===== src/rtl/dmem_arb_pkg.sv =====
// Shared types and constants for the data-memory port arbiter.
package dmem_arb_pkg;

  localparam int unsigned CNT_W = 4;

  typedef enum logic [1:0] {
    OWN_IDLE = 2'd0,
    OWN_P0   = 2'd1,
    OWN_P1   = 2'd2
  } owner_e;

  localparam logic PORT_CORE = 1'b0;
  localparam logic PORT_DBG  = 1'b1;

endpackage


===== src/rtl/rr_pick2.sv =====
// Two-port grant decision: sticky owner bounded by a burst limit, round-robin on ties.
module rr_pick2
  import dmem_arb_pkg::*;
#(
  parameter int unsigned BURST_MAX = 4
) (
  input  logic [1:0]       req,
  input  owner_e           owner,
  input  logic [CNT_W-1:0] cnt,
  input  logic             last,
  output logic [1:0]       grant
);

  logic under_limit;

  assign under_limit = cnt < CNT_W'(BURST_MAX);

  always_comb begin
    grant = 2'b00;
    case (owner)
      OWN_P0: begin
        if (req[0] && (!req[1] || under_limit)) grant = 2'b01;
        else if (req[1])                        grant = 2'b10;
      end
      OWN_P1: begin
        if (req[1] && (!req[0] || under_limit)) grant = 2'b10;
        else if (req[0])                        grant = 2'b01;
      end
      default: begin
        // On a tie, the port that was not served last wins.
        if (req == 2'b11) grant = (last == PORT_DBG) ? 2'b01 : 2'b10;
        else              grant = req;
      end
    endcase
  end

endmodule


===== src/rtl/dmem_port_arbiter.sv =====
// Shares one data-memory port between the core LSU (port 0) and the debug/DMA loader (port 1).
module dmem_port_arbiter
  import dmem_arb_pkg::*;
#(
  parameter int unsigned DATA_BIT_WIDTH = 32,
  parameter int unsigned BURST_MAX      = 4
) (
  input  logic                      clk,
  input  logic                      reset,
  input  logic                      req0,
  input  logic                      req1,
  input  logic                      we0,
  input  logic                      we1,
  input  logic [DATA_BIT_WIDTH-1:0] addr0,
  input  logic [DATA_BIT_WIDTH-1:0] addr1,
  input  logic [DATA_BIT_WIDTH-1:0] wdata0,
  input  logic [DATA_BIT_WIDTH-1:0] wdata1,
  output logic                      gnt0,
  output logic                      gnt1,
  output logic [DATA_BIT_WIDTH-1:0] rdata0,
  output logic [DATA_BIT_WIDTH-1:0] rdata1,
  output logic                      rvalid0,
  output logic                      rvalid1,
  output logic                      mem_we,
  output logic [DATA_BIT_WIDTH-1:0] mem_addr,
  output logic [DATA_BIT_WIDTH-1:0] mem_wdata,
  input  logic [DATA_BIT_WIDTH-1:0] mem_rdata
);

  owner_e           owner;
  logic [CNT_W-1:0] cnt;
  logic             last;
  logic             rsel;
  logic             rpend;

  logic [1:0] grant;
  logic       any_gnt;
  logic       gnt_port;
  logic       acc_read;
  logic       stay;

  rr_pick2 #(.BURST_MAX(BURST_MAX)) u_pick (
    .req   ({req1, req0}),
    .owner (owner),
    .cnt   (cnt),
    .last  (last),
    .grant (grant)
  );

  assign gnt0     = grant[0];
  assign gnt1     = grant[1];
  assign any_gnt  = |grant;
  assign gnt_port = grant[1];
  assign acc_read = any_gnt && !(grant[1] ? we1 : we0);
  assign stay     = (grant[0] && owner == OWN_P0) || (grant[1] && owner == OWN_P1);

  always_comb begin
    mem_we    = 1'b0;
    mem_addr  = '0;
    mem_wdata = '0;
    if (grant[0]) begin
      mem_we    = req0 & we0;
      mem_addr  = addr0;
      mem_wdata = wdata0;
    end else if (grant[1]) begin
      mem_we    = req1 & we1;
      mem_addr  = addr1;
      mem_wdata = wdata1;
    end
  end

  always_ff @(posedge clk) begin
    if (reset) begin
      owner <= OWN_IDLE;
      cnt   <= '0;
      last  <= PORT_DBG;
      rsel  <= PORT_CORE;
      rpend <= 1'b0;
    end else begin
      if (!any_gnt) begin
        owner <= OWN_IDLE;
        cnt   <= '0;
      end else if (stay) begin
        if (cnt >= CNT_W'(BURST_MAX)) cnt <= CNT_W'(BURST_MAX);
        else                          cnt <= cnt + CNT_W'(1);
      end else begin
        owner <= gnt_port ? OWN_P1 : OWN_P0;
        cnt   <= CNT_W'(1);
      end
      if (any_gnt) last <= gnt_port;
      rpend <= acc_read;
      if (acc_read) rsel <= gnt_port;
    end
  end

  // Read data is shared; rvalid steers it to the port whose read is in flight.
  assign rdata0  = mem_rdata;
  assign rdata1  = mem_rdata;
  assign rvalid0 = rpend && (rsel == PORT_CORE);
  assign rvalid1 = rpend && (rsel == PORT_DBG);

endmodule


===== config.mk =====
export PLATFORM = sky130hd
export DESIGN_NAME = dmem_port_arbiter
export DESIGN_NICKNAME = d
export VERILOG_FILES = /design/src/rtl/dmem_arb_pkg.sv /design/src/rtl/rr_pick2.sv /design/src/rtl/dmem_port_arbiter.sv
export SDC_FILE = /design/constraint.sdc
export NUM_CORES = 1
export LEC_CHECK = 0
export ABC_AREA = 1
export BUFFER_PORTS_ARGS = -buffer_cell sky130_fd_sc_hd__buf_4
export CAP_MARGIN = 20
export CORE_AREA = 2 2 116 118
export CTS_CLUSTER_DIAMETER = 30
export CTS_CLUSTER_SIZE = 30
export DETAILED_ROUTE_END_ITERATION = 10
export DIE_AREA = 0 0 118 120
export GPL_ROUTABILITY_DRIVEN = 0
export MAX_ROUTING_LAYER = met4
export SLEW_MARGIN = 40
export SYNTH_ARGS = -nofsm -noshare
export SYNTH_HDL_FRONTEND = slang
export SYNTH_HIERARCHICAL = 1
export SYNTH_SLANG_ARGS = --single-unit

===== constraint.sdc =====
create_clock -name clk -period 3 [get_ports clk]
set_input_delay 0.3 -clock clk [delete_from_list [all_inputs] [get_ports clk]]
set_output_delay 0.3 -clock clk [all_outputs]
set_load 0.03 [all_outputs]

==> metrics.md <==
| Metric | Value |
|---|---|
| Power after layout | 2450 µW |
| Final hold vios | 0 |
| Status | complete, no violations |
| Endpoints failing setup | 0 |
| Worst EP arrival | 2.00 ns |
| CP Launch Type | flip-flop |
| Buffers added on ports | approximately 200 |
| Drt total wl | 7.33 mm |
| CP endpoint kind | primary output |
| Synthesis Warnings | 6 |
| Synthesized area per cell | 5.28 µm² |
| Postcts setup bufs | 0 |
| Ratio of cells with drive above 1 in the final layout | 0.446 |
| Layout Skew | 0.00115 ns |
| Max VDD drop | 0.321 mV |
| Minimum clock period | 2.30 ns |
| Dpl hpwl | 6.10 mm |
| Sequential share of the synthesized area | 0.0958 |
| Vias after detailed routing | 2,517 |
| Die height | 120 µm |
| Hold_buf cts | 0 |
| Post-cts sizing count | 0 |
| # IOs | 299 |
| Number of routed nets with antenna violations | 0 |
| Synth cell types | 17 |
| Overall Global Routing Usage | 0.0986 |
| Pins over their slew limit | 0 |
| Pin count of the biggest net entering global routing | 38 |
| RSZ-0062 raised after global routing | false |
| Crit Path Max Fanout | 33 |
| DR pass1 iterations | 7 |
| Total gr overflow | 0 |
| Clock transition at path regs | 0.04 ns |
| CTS tree | yes |
| Worst hold path class | primary input to flip-flop |
| FMAX | 435 MHz |
| Via/cell ratio | 3.83 |
| Antenna violations before repair | 0 |
| Die X | roughly 120 µm |
| Netlist Area Pre-Place | 0.00188 mm² |
| Layout area overhead | 67.9% |
| Crit share post-route | 0.766 |
| CTS Buffer Depth | 2 |
| Inserted Diodes | 0 |
| PwrDens | around 780 mW/mm² |
| Layout net count | 652 |
| Final TNS setup | 0 ns |
| DRC Markers | 0 |
| CTS Root Cell | clkbuf_16 |
| Area of the core | around 0.013 mm² |
| Avg WL per Cell | 11.1 µm |
| Syn Inst Count | 356 |
| First-pass GRT wire length | 11.4 mm |
| Static Leakage | 0.00187 µW |
| Die Area | ~0.014 mm² |
| Crit Path Class | flip-flop to primary output |
| Clock Latency Late Sink | about 0.23 ns |
| Iter 0 DRT Violations | 83 |
| #FFs+latches synth | 9 |
| Row count | between 40 and 50 |
| H-tree levels | 1 |
| Max cap viols | 0 |
| Worst path required time | around 2.7 ns |
| Vias in the first global route | between 2,000 and 2,500 |
| Initial core utilization | 0.145 |
| CTS sink cnt | 9 |
| CTS buffer count | 3 |
| Syn nets | roughly 530 |
[final cells by class]
class / count / area, µm²
Multi-Input combinational cell: 247 / 1060
Inverter: 14 / 52.6
Tap cell: 176 / 220
Timing Repair Buffer: 208 / 1560
Sequential cell: 9 / 180
Clock buffer: 4 / 78.8
Fill cell: 1498 / 9820
[cells in the final DEF, fill, tap and decap left out, drive strengths merged]
cell type,instances
nand3,71
nand2,157
o21ai,2
clkbuf,4
ha,3
nand3b,2
conb,1
nor3,1
buf,208
dfxtp,9
nor2,7
a21oi,3
inv,14
[stage by stage]
stage	utilization	cell area (µm²)	worst slack (ns)	std cells	hold WS [ns]
2_1_floorplan	-	1880	0.543	356	0.372
4_1_cts	0.243	3160	0.686	658	0.246
5_1_grt	0.243	3160	0.465	658	0.251
6_report	0.243	3160	0.702	658	0.251
3_5_place_dp	0.237	3080	0.923	654	0.447
3_3_place_gp	0.237	3080	0.952	654	0.451
[per-layer routing]
| layer | share of wire | vias to the layer above | track usage |
|---|---|---|---|
| met4 | 0.0053 | 0 | 0.0136 |
| met5 | 0 | - | - |
| met1 | 0.40 | 1055 | 0.113 |
| li1 | - | 1302 | - |
| met2 | 0.49 | 151 | 0.168 |
| met3 | 0.11 | 9 | 0.0371 |
[cells by family after synthesis]
family	share of synthesized area
compound gates	0.0133
fa+ha+maj	0.0200
buf+inv	0.341
flops	0.0958
other cells	0.00199
simple gates	0.528
[flip-flops by register name, indices dropped and copies added (netlist names)]
signal,count
last,1
owner,2
cnt,4
rpend,1
rsel,1
[final timing paths]
check | from | endpoint | slack (ns) | depth (start not counted)
max reg2reg | owner[0] | owner[0] | 1.17 | 10
min | reset | rpend | 0.25 | 2
max | owner[0] | mem_we | 0.70 | 9
min reg2reg | rsel | rsel | 0.46 | 2
[critical path, stage by stage, from the launching register on]
cell	delay, ns
dfxtp_1	0.37
inv_1	0.06
ha_1	0.32
inv_1	0.08
nand2_1	0.06
nand2_2	0.06
buf_4	0.32
nand2_1	0.11
o21ai_0	0.19
buf_4	0.19
[where the power goes]
| part | switching, µW | internal (µW) | leakage, µW |
|---|---|---|---|
| combinational | 1340 | 722 | 0.00176 |
| clock | 53.6 | 177 | 0.0000382 |
| sequential | 17.7 | 147 | 0.0000742 |
| total | 1410 | 1050 | 0.00187 |
[Yosys cell counts]
cell type	number	area share
buf_4	67	0.27
inv_2	1	0.0020
o21ai_0	1	0.0027
nor3_1	1	0.0027
nand2_2	1	0.0033
buf_2	11	0.029
dfxtp_1	9	0.096
a21oi_1	3	0.0080
nor2_1	7	0.014
nand3_1	71	0.19
nand2_1	156	0.31
inv_1	13	0.026
nand3b_1	2	0.0080
o21ai_1	1	0.0027
conb_1	1	0.0020
clkbuf_1	8	0.016
ha_1	3	0.020
Power figures use the tool's default switching activity.
